<file path="config.mk">
export PLATFORM = sky130hd
export DESIGN_NAME = reset_seq
export DESIGN_NICKNAME = d
export VERILOG_FILES = /design/src/rtl/reset_seq_pkg.sv /design/src/rtl/reset_seq_timer.sv /design/src/rtl/reset_seq.sv
export SDC_FILE = /design/constraint.sdc
export NUM_CORES = 1
export LEC_CHECK = 0
export ABC_AREA = 1
export ABC_CLOCK_PERIOD_IN_PS = 2450
export CAP_MARGIN = 20
export CELL_PAD_IN_SITES_DETAIL_PLACEMENT = 0
export CELL_PAD_IN_SITES_GLOBAL_PLACEMENT = 1
export CORE_UTILIZATION = 39
export DETAILED_ROUTE_END_ITERATION = 10
export GPL_TIMING_DRIVEN = 0
export PLACE_DENSITY = 0.74
export SYNTH_ARGS = -nofsm -noshare
export SYNTH_HDL_FRONTEND = slang
export SYNTH_SLANG_ARGS = --single-unit
</file>
<file path="constraint.sdc">
create_clock -name clk -period 2.45 [get_ports clk]
set_input_delay 0.49 -clock clk [delete_from_list [all_inputs] [get_ports clk]]
set_output_delay 0.49 -clock clk [all_outputs]
set_load 0.005 [all_outputs]
</file>
<file path="src/rtl/reset_seq_pkg.sv">
// Shared types, cause codes and parameter helpers for the reset sequencer.
package reset_seq_pkg;

   typedef enum logic [1:0] {
      IDLE = 2'b00,
      HOLD = 2'b01,
      PAD  = 2'b10,
      LOCK = 2'b11
   } state_t;

   localparam logic [1:0] CAUSE_NONE = 2'b00;
   localparam logic [1:0] CAUSE_WDG  = 2'b01;
   localparam logic [1:0] CAUSE_SW   = 2'b10;

   // Widest packed hold vector the helper accepts (NUM_CH*HOLD_W must fit).
   localparam int HOLD_VEC_MAX = 256;

   // Extract hold count slice i (of width w) from a zero-extended hold vector.
   function automatic logic [31:0] hold_of(input logic [HOLD_VEC_MAX-1:0] vec,
                                           input int w, input int i);
      logic [HOLD_VEC_MAX-1:0] mask;
      mask = (HOLD_VEC_MAX'(1) << w) - HOLD_VEC_MAX'(1);
      return 32'((vec >> (i * w)) & mask);
   endfunction

endpackage

</file>
<file path="src/rtl/reset_seq_timer.sv">
// Loadable down-counter; stops at zero and flags it.
module reset_seq_timer #(
   parameter int W = 8
) (
   input  logic         clk,
   input  logic         sys_res,
   input  logic         load,
   input  logic [W-1:0] load_val,
   output logic         zero
);

   logic [W-1:0] cnt;

   // Count down toward zero; a load overrides the decrement.
   always_ff @(posedge clk) begin
      if (sys_res) begin
         cnt <= '0;
      end else if (load) begin
         cnt <= load_val;
      end else if (cnt != '0) begin
         cnt <= cnt - W'(1);
      end
   end

   assign zero = (cnt == '0);

endmodule

</file>
<file path="src/rtl/reset_seq.sv">
// N-channel reset sequencer with cause capture, watchdog-reset counting
// and escalation to a permanent core lockout.
//
// state | meaning
// IDLE  | no sequence running, waiting for wdg_to / sw_req
// HOLD  | channel active_ch held in reset for its hold count
// PAD   | all channels released between two consecutive holds
// LOCK  | too many watchdog resets; core held until sys_res
module reset_seq
   import reset_seq_pkg::*;
#(
   parameter int                         NUM_CH      = 2,
   parameter int                         HOLD_W      = 8,
   parameter logic [NUM_CH*HOLD_W-1:0]   HOLD_CYCLES = {8'd1, 8'd60},
   parameter int                         PAD_CYCLES  = 5,
   parameter int                         RCNT_W      = 4,
   parameter int                         MAX_RESETS  = 3,
   localparam int                        CH_W        = (NUM_CH > 1) ? $clog2(NUM_CH) : 1
) (
   input  logic              clk,
   input  logic              sys_res,
   input  logic              wdg_to,
   input  logic              sw_req,
   input  logic              clr_cnt,
   output logic [NUM_CH-1:0] ch_res_n,
   output logic              busy,
   output logic [CH_W-1:0]   active_ch,
   output logic [1:0]        reset_cause,
   output logic [RCNT_W-1:0] reset_cnt,
   output logic              lockout
);

   localparam int PAD_W  = $clog2(PAD_CYCLES + 1);
   localparam int TMR_W  = (HOLD_W > PAD_W) ? HOLD_W : PAD_W;
   localparam int PAD_LD = (PAD_CYCLES > 0) ? PAD_CYCLES - 1 : 0;
   localparam logic [HOLD_VEC_MAX-1:0] HOLD_EXT = HOLD_VEC_MAX'(HOLD_CYCLES);
   localparam logic [CH_W-1:0] LAST_CH = CH_W'(NUM_CH - 1);

   if (NUM_CH * HOLD_W > HOLD_VEC_MAX) begin : g_vec_chk
      $error("reset_seq: NUM_CH*HOLD_W exceeds HOLD_VEC_MAX");
   end
   if (MAX_RESETS >= (2 ** RCNT_W)) begin : g_max_chk
      $error("reset_seq: MAX_RESETS must be below 2**RCNT_W");
   end

   // Per-channel load values (hold-1); padded to a power of two so any
   // active_ch encoding indexes a defined entry.
   logic [TMR_W-1:0] hold_m1 [2**CH_W];

   for (genvar g = 0; g < 2**CH_W; g++) begin : g_hold
      if (g < NUM_CH) begin : g_used
         if (HOLD_CYCLES[g*HOLD_W +: HOLD_W] == '0) begin : g_zero_chk
            $error("reset_seq: hold count of channel %0d is zero", g);
         end
         assign hold_m1[g] = TMR_W'(hold_of(HOLD_EXT, HOLD_W, g) - 32'd1);
      end else begin : g_unused
         assign hold_m1[g] = '0;
      end
   end

   state_t            state, state_nxt;
   logic [CH_W-1:0]   ch_nxt, ch_inc;
   logic [1:0]        cause_nxt;
   logic [RCNT_W-1:0] cnt_nxt, cnt_inc, cnt_wdg;
   logic [NUM_CH-1:0] ch_res_n_nxt;
   logic              tmr_load, tmr_zero;
   logic [TMR_W-1:0]  tmr_val;

   reset_seq_timer #(
      .W (TMR_W)
   ) u_timer (
      .clk      (clk),
      .sys_res  (sys_res),
      .load     (tmr_load),
      .load_val (tmr_val),
      .zero     (tmr_zero)
   );

   assign ch_inc  = active_ch + CH_W'(1);
   assign cnt_inc = (&reset_cnt) ? reset_cnt : reset_cnt + RCNT_W'(1);
   // A healthy-boot clear coinciding with a watchdog trigger counts that trigger.
   assign cnt_wdg = clr_cnt ? RCNT_W'(1) : cnt_inc;

   // Next-state, timer load and counter/cause updates.
   always_comb begin
      state_nxt = state;
      ch_nxt    = active_ch;
      cause_nxt = reset_cause;
      cnt_nxt   = reset_cnt;
      tmr_load  = 1'b0;
      tmr_val   = '0;
      case (state)
         IDLE: begin
            if (clr_cnt) cnt_nxt = '0;
            if (wdg_to) begin
               cause_nxt = CAUSE_WDG;
               cnt_nxt   = cnt_wdg;
               ch_nxt    = '0;
               if ((MAX_RESETS > 0) && (cnt_wdg == RCNT_W'(MAX_RESETS))) begin
                  state_nxt = LOCK;
               end else begin
                  state_nxt = HOLD;
                  tmr_load  = 1'b1;
                  tmr_val   = hold_m1[0];
               end
            end else if (sw_req) begin
               cause_nxt = CAUSE_SW;
               ch_nxt    = '0;
               state_nxt = HOLD;
               tmr_load  = 1'b1;
               tmr_val   = hold_m1[0];
            end
         end
         HOLD: begin
            if (clr_cnt) cnt_nxt = '0;
            if (tmr_zero) begin
               if (active_ch == LAST_CH) begin
                  state_nxt = IDLE;
                  ch_nxt    = '0;
               end else if (PAD_CYCLES > 0) begin
                  state_nxt = PAD;
                  tmr_load  = 1'b1;
                  tmr_val   = TMR_W'(PAD_LD);
               end else begin
                  ch_nxt   = ch_inc;
                  tmr_load = 1'b1;
                  tmr_val  = hold_m1[ch_inc];
               end
            end
         end
         PAD: begin
            if (clr_cnt) cnt_nxt = '0;
            if (tmr_zero) begin
               state_nxt = HOLD;
               ch_nxt    = ch_inc;
               tmr_load  = 1'b1;
               tmr_val   = hold_m1[ch_inc];
            end
         end
         LOCK: begin
            // Only sys_res leaves lockout.
         end
         default: begin
            state_nxt = IDLE;
            ch_nxt    = '0;
         end
      endcase
   end

   // Channel reset pattern derived from the upcoming state so it can be registered.
   always_comb begin
      ch_res_n_nxt = '1;
      for (int i = 0; i < NUM_CH; i++) begin
         if ((state_nxt == HOLD) && (ch_nxt == CH_W'(i))) ch_res_n_nxt[i] = 1'b0;
      end
      if (state_nxt == LOCK) ch_res_n_nxt[0] = 1'b0;
   end

   // State and registered outputs.
   always_ff @(posedge clk) begin
      if (sys_res) begin
         state       <= IDLE;
         active_ch   <= '0;
         reset_cause <= CAUSE_NONE;
         reset_cnt   <= '0;
         ch_res_n    <= '1;
         busy        <= 1'b0;
         lockout     <= 1'b0;
      end else begin
         state       <= state_nxt;
         active_ch   <= ch_nxt;
         reset_cause <= cause_nxt;
         reset_cnt   <= cnt_nxt;
         ch_res_n    <= ch_res_n_nxt;
         busy        <= (state_nxt != IDLE);
         lockout     <= (state_nxt == LOCK);
      end
   end

endmodule

</file>
# [After elaboration in Yosys (flattened, before gate mapping)]
# Cells that the tools add are included.
[totals] ff_bits=21 input_bits=5 out_inout_bits=11 word_cells=72
[op_classes] n_addsub=3 magnitude_cmp=1 eq_ne=5 muxes=41 n_bitwise=2 n_reduce_logical=12
[op_table] cell="2-to-1 mux 8 bit" count=6
[op_table] cell="case mux 8 bit (3 select lines)" count=1
[op_table] cell="2-to-1 mux 6 bit" count=3
[op_table] cell="2-to-1 mux 2 bit" count=8
[op_table] cell="2-to-1 mux 4 bit" count=4
[op_table] cell="2-to-1 mux 1 bit" count=13
[op_table] cell="logical NOT 8 bit" count=1
[op_table] cell="case mux 4 bit (2 select lines)" count=1
[op_table] cell="nonzero test 2 bit" count=4
[op_table] cell="nonzero test 8 bit" count=1
[op_table] cell="subtractor 8 x 1 -> 8 bit, second input constant" count=1
[op_table] cell="2-to-1 mux 3 bit" count=2
[op_table] cell="case mux 1 bit (3 select lines)" count=2
[op_table] cell="case mux 2 bit (3 select lines)" count=1
[op_table] cell="adder 4 x 1 -> 4 bit, second input constant" count=1
[op_table] cell="== test 2 x 1 -> 1 bit, second input constant" count=2
[op_table] cell="== test 2 bit, second input constant" count=2
[op_table] cell="== test 4 x 2 -> 1 bit, second input constant" count=1
[op_table] cell="AND reduction 4 bit" count=1
[op_table] cell=">= comparator 2 bit, second input constant" count=1
[op_table] cell="logical AND 1 bit" count=2
[op_table] cell="logical NOT 2 bit" count=1
[op_table] cell="inverter 1 -> 2 bit" count=1
[op_table] cell="AND reduction 2 bit" count=1
[op_table] cell="3 further kinds" count=3

# [Depth between registers and ports, before layout]
# Gate-level depths: netlist of run 1.
[depth] depth_word=11 depth_mapped=16 ltp_nobuf=16

# [Cells and area by module]
# Synthesis of run 1 repeated with hierarchy kept, for this count alone.
[unflattened] hier_cells=191 area_unflattened_um2=1293.7
[modules_own_cells] mod="reset_seq" n_inst=1 cells_per_inst=121 area_each_um2=820.8 seq_area_each_um2=260.2
[modules_own_cells] mod="reset_seq_timer" n_inst=1 cells_per_inst=70 area_each_um2=473.0 seq_area_each_um2=160.2

# [Worst setup path before layout of run 1]
# Ideal clock, no wire load.
[synth_timing] path_kind="register to register" startpoint="register u_timer.cnt[0]" endpoint="register u_timer.cnt[1]" setup_time_ns=0.129 arrival_time_ns=1.815 t_required_ns=2.321 slack_ns=0.506 stages_incl_launch_ff=17 path_buffers=0 period_less_slack_ns=1.944 cell_sequence="dfxtp_1 -> inv_1 -> ha_1 -> inv_1 -> nor3_4 -> nand4_4 -> clkinv_2 -> ha_1 -> nand2_1 -> inv_1 -> nor2_1 -> nand2_4 -> nand2_4 -> nand2_1 -> nand2_1 -> nor2_1 -> nor2_1"
[synth_via] elab_chain_cells=4 word_cells_on_any_way=12 classes_between="add/sub (1); mux (8); reduce/logical (3)"
[synth_lines] item="from (decl)" line="reset_seq_timer.sv:12" source="logic [W-1:0] cnt;"
[synth_lines] item="from (signal assigned)" line="reset_seq_timer.sv:19" source="cnt <= load_val;"
[synth_lines] item="from (signal assigned)" line="reset_seq_timer.sv:21" source="cnt <= cnt - W'(1);"
[synth_lines] item="branches (longest 4 deep; another with subtractor 8 x 1 -> 8 bit)"
# Several ways; the timed one is not identified. The select of a mux whose other input is x is not followed.
# A chain may end at the register's enable or synchronous reset.

# [Final worst setup path of run 1]
[layout_timing] startpoint="register u_timer.cnt[0]" endpoint="register ch_res_n[1]"
[layout_via] elab_chain_cells=6 word_cells_on_any_way=10 classes_between="eq/ne (1); mux (7); reduce/logical (2)"
[layout_lines] item="logical NOT 8 bit *" line="reset_seq_timer.sv:25" source="assign zero = (cnt == '0);"
[layout_lines] item="2-to-1 mux 2 bit (on tied branches)" line="reset_seq.sv:133, reset_seq.sv:116"
[layout_lines] item="case mux 2 bit (3 select lines)" line="reset_seq.sv:92" source="case (state)"
[layout_lines] item="== test 2 x 1 -> 1 bit" line="reset_seq.sv:154" source="if ((state_nxt == HOLD) && (ch_nxt == CH_W'(i))) ch_res_n_nxt[i] = 1'b0;"
[layout_lines] item="logical AND 1 bit *" line="reset_seq.sv:154"
[layout_lines] item="2-to-1 mux 1 bit *" line="reset_seq.sv:154"
[layout_lines] item="to (signal assigned)" line="reset_seq.sv:174" source="ch_res_n <= ch_res_n_nxt;"
[layout_lines] item="to (decl)" line="reset_seq.sv:25" source="output logic [NUM_CH-1:0] ch_res_n,"
# Mark *: on every way between the ends. The rest lies on a longest branch, timed or not.

==> results.txt, run 1 <==
----------------------------------------------------
[CTS]
  Number of sinks driven by the clock tree ... 21
  TritonCTS clock tree ... yes
  CTS max path bufs ... 2
  Register clock-pin slew on the reported worst setup and hold paths ... 0.13 ns
  Clock latency at the later pin of the worst-skew pair ... 0.31 ns
  Clock tree root driver cell ... sky130_fd_sc_hd__clkbuf_4
  Resized Gates After CTS ... 0
  Number of CTS-inserted buffers ... 3
  CTS H-Tree Depth ... 1

[STA]
  Largest clock skew in the final design ... 0.00567 ns
  Tcrit/Tclk final ... 89.0%
  Max-slew violations ... 0
  Post-layout minimum cycle time ... 2.18 ns
  Worst Tran Pin Value ... 0.567 ns
  Achievable frequency ... 0.459 GHz
  Number of failing setup endpoints in the final timing report ... 0
  Final Hold Fails ... 0
  Sum Neg Setup Slack ... 0 ns
  Max-slew headroom at the worst pin ... 62.2%
  Setup repair after global routing missed its margin ... false
  Worst hold slack ... 0.511 ns

[Detailed routing]
  Post-route ant nets ... 0
  Routed wire per std cell ... 10.7 µm
  DR DRC count ... 0
  Via-per-instance ratio ... 4.67
  Via count of the routed design ... 1143
  Initial drt markers ... 51
  Pre-antenna DRT Iters ... 4
  Final Routed Wirelength ... 2.63 mm

[Global route]
  Remaining global-route overflow ... 0
  Global routing usage on met1 ... 20.1%
  Global-route usage over all layers ... 16.4%
  Met2 Use GR ... 28.9%
  Global-route wire length before repair ... 4.30 mm
  Most heavily used metal layer in global routing ... met2
  Met3 capacity usage during global routing ... 2.62%
  Vias in the first global route ... 1026
  Largest net degree at the start of global routing ... 13
  Number of antenna violations at the first check in global routing ... 0

[Outcome]
  Run status ... finished clean

[Placed design]
  Number of buffers inserted by port buffering ... 15
  DP Area ... 1480 µm²
  Half-perimeter wire length after detailed placement ... 2.02 mm
  Final RePlAce weighted congestion ... 0.772

[Critical path]
  Critical Path Slowest Stage Cell ... sky130_fd_sc_hd__dfxtp_1
  Required time reported for the critical path endpoint ... 2.67 ns
  Worst EP arrival ... 2.40 ns
  Critical path endpoint category ... flip-flop
  Worst setup path category ... reg2reg
  Max FO, Critical Path ... 5
  Max stage delay on crit path ... 0.34 ns
  Cell-by-cell listing of the critical path ... inv_1, ha_1, inv_1, nor3_4, nand4_4, buf_4, ha_1, o21ai_0, nand2_1, o21ai_0, inv_1, nor2_1, nand2_1
  Most frequent cell on the critical path ... sky130_fd_sc_hd__inv_1
  Critical path startpoint category ... flip-flop
  Slack of the worst reg-to-reg path ... 0.27 ns

[Layout]
  Area used by multi-input combinational logic ... 748 µm²
  Most frequent standard cell in the layout excluding fill and tap cells ... sky130_fd_sc_hd__nand2_1
  Number of nets in the finished design ... 216
  Fraction of layout instances using a drive strength above 1 ... 12.4%
  Sequential standard cell area ... 420 µm²
  Antenna cell count ... 0
  Most frequent cells in the layout ... sky130_fd_sc_hd__nand2_1, sky130_fd_sc_hd__inv_1, sky130_fd_sc_hd__nor2_1
  Signed area change from the synthesized netlist to the final layout ... 20.1%
  Post-route cell area ... 1530 µm²
  Fill count ... 309

[Power and ir drop]
  Reported leakage power ... 0.663 nW
  VDD IR-drop max ... 0.000362 V
  Power density normalized to cell area ... 1030 nW/µm²

[Die]
  Number of standard-cell rows in the floorplan ... 20
  Horiz. Die Dim ... 59.1 µm
  Top-Level Pins ... 16
  Vertical die dimension ... 59.1 µm
  Core area ... 3080 µm²
  Starting density of the core ... 41.3%
  Die Outline Area ... 3490 µm²

[Synthesis]
  Sequential cell area fraction in the yosys report ... 33.1%
  Average cell area after synthesis ... 7.10 µm²
  Number of enable flip-flop cells after synthesis ... 0
  Net Count, Synth ... 193
  Post-synthesis async set-or-reset flop share ... 0%
  Largest cells by area after synthesis ... sky130_fd_sc_hd__dfxtp_1, sky130_fd_sc_hd__nand2_1, sky130_fd_sc_hd__ha_1
  Cell accounting for the most synthesized area ... sky130_fd_sc_hd__dfxtp_1
  Post-Syn Area ... 1270 µm²
  Distinct cell type count of the synthesized netlist ... 24
  Instance count of the mapped netlist ... 179
  Number of warning messages in the yosys log ... 0
  Register bit total from synthesis ... 21
  Fraction of synthesized cell area taken by the top area cell type ... 33.1%
  Top flip-flop cell by instance count after synthesis ... sky130_fd_sc_hd__dfxtp_1

[Min path]
  Hold Path Class ... reg2reg

[Run]
  Maxcap violations ... 0

----------------------------------------------------
-- worst max-delay path, delay by kind of cell (launching register included) --
kind	cells	cell delay, ns
AOI/OAI and AO/OA	2	0.22
adders and majority gates	2	0.47
buffers and inverters	4	0.44
DFF	1	0.34
and+or+nand+nor	5	0.64
-- path summary, 6_finish.rpt --
kind,start,end,cells after the start
hold / removal,u_timer.cnt[6]$_SDFFE_PP0P_,u_timer.cnt[6]$_SDFFE_PP0P_,2
setup / recovery,u_timer.cnt[0]$_SDFFE_PP0P_,ch_res_n[1]$_SDFF_PP1_,13
setup reg to reg,u_timer.cnt[0]$_SDFFE_PP0P_,ch_res_n[1]$_SDFF_PP1_,13
hold reg to reg,u_timer.cnt[6]$_SDFFE_PP0P_,u_timer.cnt[6]$_SDFFE_PP0P_,2
-- Yosys cell counts, types with 3 or more instances --
master and instances:
sky130_fd_sc_hd__a21oi_1 11, sky130_fd_sc_hd__o21ai_0 7, sky130_fd_sc_hd__dfxtp_1 21, sky130_fd_sc_hd__o21ai_1 6, sky130_fd_sc_hd__ha_1 9, sky130_fd_sc_hd__nand2_2 4, sky130_fd_sc_hd__nor2_2 3, sky130_fd_sc_hd__xor2_1 3
sky130_fd_sc_hd__nand3_2 4, sky130_fd_sc_hd__nor2_1 22, sky130_fd_sc_hd__nand3_1 9, sky130_fd_sc_hd__nand2_1 40, sky130_fd_sc_hd__inv_1 25
-- power breakdown --
group	switching (mW)	internal (mW)
clock network	0.114	0.0609
registers	0.0665	0.429
logic	0.521	0.380
-- flip-flops by register name, summed over array words and instances (netlist names) --
name         count
lockout          1
busy             1
u_timer.cnt      8
reset_cnt        4
reset_cause      2
active_ch        1
ch_res_n         2
state            2
-- per-layer routing --
layer,vias to the layer above,wire length [µm]
met5,-,0
met4,0,34
met3,4,89
met2,17,1270
met1,505,1230
li1,617,-
-- final cells by class --
| cell class | count | share of cell area, % |
|---|---|---|
| inverters | 26 | 6.48 |
| well taps | 44 | 3.61 |
| clock inverters | 1 | 0.328 |
| repair buffers | 18 | 11.3 |
| clock buffers | 3 | 1.48 |
| plain buffers | 1 | 0.246 |
| multi-input cells | 131 | 49.0 |
| flip-flops and latches | 21 | 27.5 |
-- stage by stage --
stage / power (mW) / utilization [%] / std cells / setup WS, ns
5_1_grt: 1.74 / 49.6 / 245 / 0.0691
6_report: 1.57 / 49.6 / 245 / 0.270
4_1_cts: 1.54 / 48.9 / 242 / 0.198
2_1_floorplan: 1.15 / - / 179 / 0.506
3_5_place_dp: 1.36 / 48.0 / 238 / 0.219
3_3_place_gp: 1.36 / 48.0 / 238 / 0.223
-- what timing repair did --
action,CTS,global route
endpoints found under the setup margin,0,1
buffers inserted,0,3
hold buffers,0,0
-- kinds of logic after synthesis --
| family | after synthesis | synth area share, % |
|---|---|---|
| adder cells (fa/ha/maj) | 9 | 8.86 |
| AND/OR/NAND/NOR | 91 | 35.4 |
| buffers and inverters | 27 | 8.07 |
| flip-flops | 21 | 33.1 |
| XOR/XNOR | 5 | 3.45 |
| AO/OA/AOI/OAI | 26 | 11.1 |
No activity file was read; power rests on OpenSTA's default activity.
==> run 2, diff against run 1 <==
--- a/config.mk
+++ b/config.mk
@@ -13,6 +13,7 @@
 export CORE_UTILIZATION = 39
 export DETAILED_ROUTE_END_ITERATION = 10
 export GPL_TIMING_DRIVEN = 0
+export MAX_ROUTING_LAYER = met4
 export PLACE_DENSITY = 0.74
 export SYNTH_ARGS = -nofsm -noshare
 export SYNTH_HDL_FRONTEND = slang
==> run 2 against run 1 <==
Compared with the run above:
- combinational power about the same
- sequential share of layout area unchanged
- maximum frequency about the same
- die area did not move
- sequential power about the same
- largest cell class unchanged
- first-iteration DRC count did not move
- global-route usage is 0.49 points higher
- worst setup slack barely moved
==> results.txt, run 2 (same netlist as run 1, synthesis figures left out) <==
----------------------------------------------------
[Layout]
  Fill count ... 309 (unchanged)
  Sequential standard cell area ... 420 µm² (unchanged)
  Largest registers ... u_timer.cnt (8), reset_cnt (4) (unchanged)
  Antenna cell count ... 0 (unchanged)
  Number of nets in the finished design ... 216 (unchanged)
  Signed area change from the synthesized netlist to the final layout ... 20.1% (unchanged)
  Fraction of layout instances using a drive strength above 1 ... 12.4% (unchanged)
  Most flop-heavy register ... u_timer.cnt (unchanged)
  Max FFs per register ... 8 (unchanged)
  Post-route cell area ... 1530 µm² (unchanged)
  Area used by multi-input combinational logic ... 748 µm² (unchanged)
  Most frequent standard cell in the layout excluding fill and tap cells ... sky130_fd_sc_hd__nand2_1 (unchanged)
  Most frequent cells in the layout ... sky130_fd_sc_hd__nand2_1, sky130_fd_sc_hd__inv_1, sky130_fd_sc_hd__nor2_1 (unchanged)
  Number of standard cells in the layout, taps in and fillers out ... 245 (unchanged)

[STA]
  Setup repair after global routing missed its margin ... false (unchanged)
  Worst hold slack ... 0.511 ns (about the same)
  Max-slew headroom at the worst pin ... 62.2% (about the same)
  Achievable frequency ... 0.459 GHz (about the same)
  Max-slew violations ... 0 (unchanged)
  Tcrit/Tclk final ... 89.0% (about the same)
  Number of failing setup endpoints in the final timing report ... 0 (unchanged)
  Post-layout minimum cycle time ... 2.18 ns (about the same)
  Final Hold Fails ... 0 (unchanged)
  Largest clock skew in the final design ... 0.00582 ns (was 0.00567 ns)
  Worst Tran Pin Value ... 0.567 ns (about the same)
  Sum Neg Setup Slack ... 0 ns (unchanged)

[Die]
  Horiz. Die Dim ... 59.1 µm (unchanged)
  Starting density of the core ... 41.3% (unchanged)
  Top-Level Pins ... 16 (unchanged)
  Core area ... 3080 µm² (unchanged)
  Number of standard-cell rows in the floorplan ... 20 (unchanged)
  Die Outline Area ... 3490 µm² (unchanged)
  Vertical die dimension ... 59.1 µm (unchanged)

[Global route]
  Remaining global-route overflow ... 0 (unchanged)
  Global-route wire length before repair ... 4.30 mm (unchanged)
  Vias in the first global route ... 1026 (unchanged)
  Number of antenna violations at the first check in global routing ... 0 (unchanged)
  Largest net degree at the start of global routing ... 13 (unchanged)
  Global-route usage over all layers ... 16.9% (was 16.4%)

[Placed design]
  Final RePlAce weighted congestion ... 0.782 (was 0.772)
  Number of buffers inserted by port buffering ... 15 (unchanged)
  DP Area ... 1480 µm² (unchanged)
  Cells after DPL ... 238 (unchanged)
  Half-perimeter wire length after detailed placement ... 2.02 mm (unchanged)

[CTS]
  Register clock-pin slew on the reported worst setup and hold paths ... 0.13 ns (about the same)
  Clock latency at the later pin of the worst-skew pair ... 0.31 ns (about the same)
  CTS H-Tree Depth ... 1 (unchanged)
  Clock tree root driver cell ... sky130_fd_sc_hd__clkbuf_4 (unchanged)
  CTS max path bufs ... 2 (unchanged)
  Resized Gates After CTS ... 0 (unchanged)
  TritonCTS clock tree ... yes (unchanged)
  Number of CTS-inserted buffers ... 3 (unchanged)
  Hold_buf cts ... 0 (unchanged)
  Number of sinks driven by the clock tree ... 21 (unchanged)

[Critical path]
  Critical path endpoint category ... flip-flop (unchanged)
  First element of the critical path ... u_timer.cnt[0]$_SDFFE_PP0P_ (unchanged)
  Required time reported for the critical path endpoint ... 2.67 ns (about the same)
  Worst EP arrival ... 2.40 ns (about the same)
  Worst setup path category ... reg2reg (unchanged)
  Reg-to-reg startpoint ... u_timer.cnt[0]$_SDFFE_PP0P_ (unchanged)
  Critical path startpoint category ... flip-flop (unchanged)
  Max FO, Critical Path ... 5 (unchanged)

[Min path]
  Hold Path Class ... reg2reg (unchanged)
  Hold wc startpoint ... u_timer.cnt[6]$_SDFFE_PP0P_ (unchanged)

[Power and ir drop]
  Total chip power ... 1.57 mW (about the same)
  Fraction of power consumed by the clock network ... 11.2% (was 11.1%)
  Power density normalized to cell area ... 1030 nW/µm² (about the same)
  Cell-internal power ... 870 µW (about the same)
  Switching power ... 702 µW (was 701 µW)
  VDD IR-drop max ... 0.000362 V (about the same)
  Share of total power in sequential cells ... 31.5% (about the same)
  Combinational cell fraction of total power ... 57.3% (about the same)
  Switching Share ... 44.7% (was 44.6%)
  Reported leakage power ... 0.663 nW (unchanged)

[Detailed routing]
  Pre-antenna DRT Iters ... 4 (unchanged)
  Routed wire per std cell ... 10.7 µm (unchanged)
  Via count of the routed design ... 1143 (unchanged)
  Post-route ant nets ... 0 (unchanged)
  Final Routed Wirelength ... 2.63 mm (unchanged)
  Via-per-instance ratio ... 4.67 (unchanged)
  DR DRC count ... 0 (unchanged)
  Initial drt markers ... 51 (unchanged)

[Outcome]
  Run status ... finished clean (unchanged)

[Run]
  Maxcap violations ... 0 (unchanged)

----------------------------------------------------
==> run 2: cell counts in the layout (fill, tap and decap cells not counted) <==
Identical to the previous run, type by type.
==> run 2: worst max-delay path, cell delays in order (launching register included) <==
cell and delay [ns]:
sky130_fd_sc_hd__dfxtp_1 0.34, sky130_fd_sc_hd__inv_1 0.09, sky130_fd_sc_hd__ha_1 0.19, sky130_fd_sc_hd__inv_1 0.07, sky130_fd_sc_hd__nor3_4 0.26, sky130_fd_sc_hd__nand4_4 0.16, sky130_fd_sc_hd__buf_4 0.19, sky130_fd_sc_hd__ha_1 0.28
sky130_fd_sc_hd__o21ai_0 0.15, sky130_fd_sc_hd__nand2_1 0.06, sky130_fd_sc_hd__o21ai_0 0.07, sky130_fd_sc_hd__inv_1 0.09, sky130_fd_sc_hd__nor2_1 0.11, sky130_fd_sc_hd__nand2_1 0.05
==> run 2: path summary, 6_finish.rpt <==
kind                                                     to  slack [ns]  depth (start not counted)
worst max-delay path                 ch_res_n[1]$_SDFF_PP1_        0.27                         13
worst min-delay path            u_timer.cnt[6]$_SDFFE_PP0P_        0.51                          2
worst max register to register       ch_res_n[1]$_SDFF_PP1_        0.27                         13
worst min register to register  u_timer.cnt[6]$_SDFFE_PP0P_        0.51                          2
==> run 2: cell type report <==
| class | count | share of cell area [%] |
|---|---|---|
| multi-input combinational | 131 | 49.0 |
| sequential | 21 | 27.5 |
| timing repair buffer | 18 | 11.3 |
| inverter | 26 | 6.48 |
| tap | 44 | 3.61 |
| clock buffer | 3 | 1.48 |
| clock inverter | 1 | 0.328 |
| buffer | 1 | 0.246 |
==> run 2: timing repair <==
action | in CTS | in global routing
hold endpoints to repair | 0 | 0
setup endpoints to repair | 0 | 1
setup buffers | 0 | 3
==> run 2: stage by stage <==
stage	utilization (%)	setup WS, ns
finish	49.6	0.270
global route	49.6	0.0691
CTS	48.9	0.198
detailed placement	48.0	0.219
global placement	48.0	0.223
floorplan	-	0.506
==> run 2: routing by layer <==
| layer | global-route usage, % | vias up | share of wire [%] |
|---|---|---|---|
| met5 | - | - | 0 |
| met4 | 6.12 | 0 | 1.4 |
| met3 | 2.62 | 4 | 3.6 |
| met2 | 28.9 | 17 | 48 |
| met1 | 20.1 | 505 | 47 |
| li1 | - | 617 | - |
==> run 2: power groups by stage <==
stage               clock, mW  combinational, mW  sequential (mW)
finish                  0.176              0.901            0.495
global route            0.195               1.04            0.504
CTS                     0.183              0.861            0.497
detailed placement          0              0.856            0.504
global placement            0              0.854            0.501
floorplan                   0              0.659            0.495
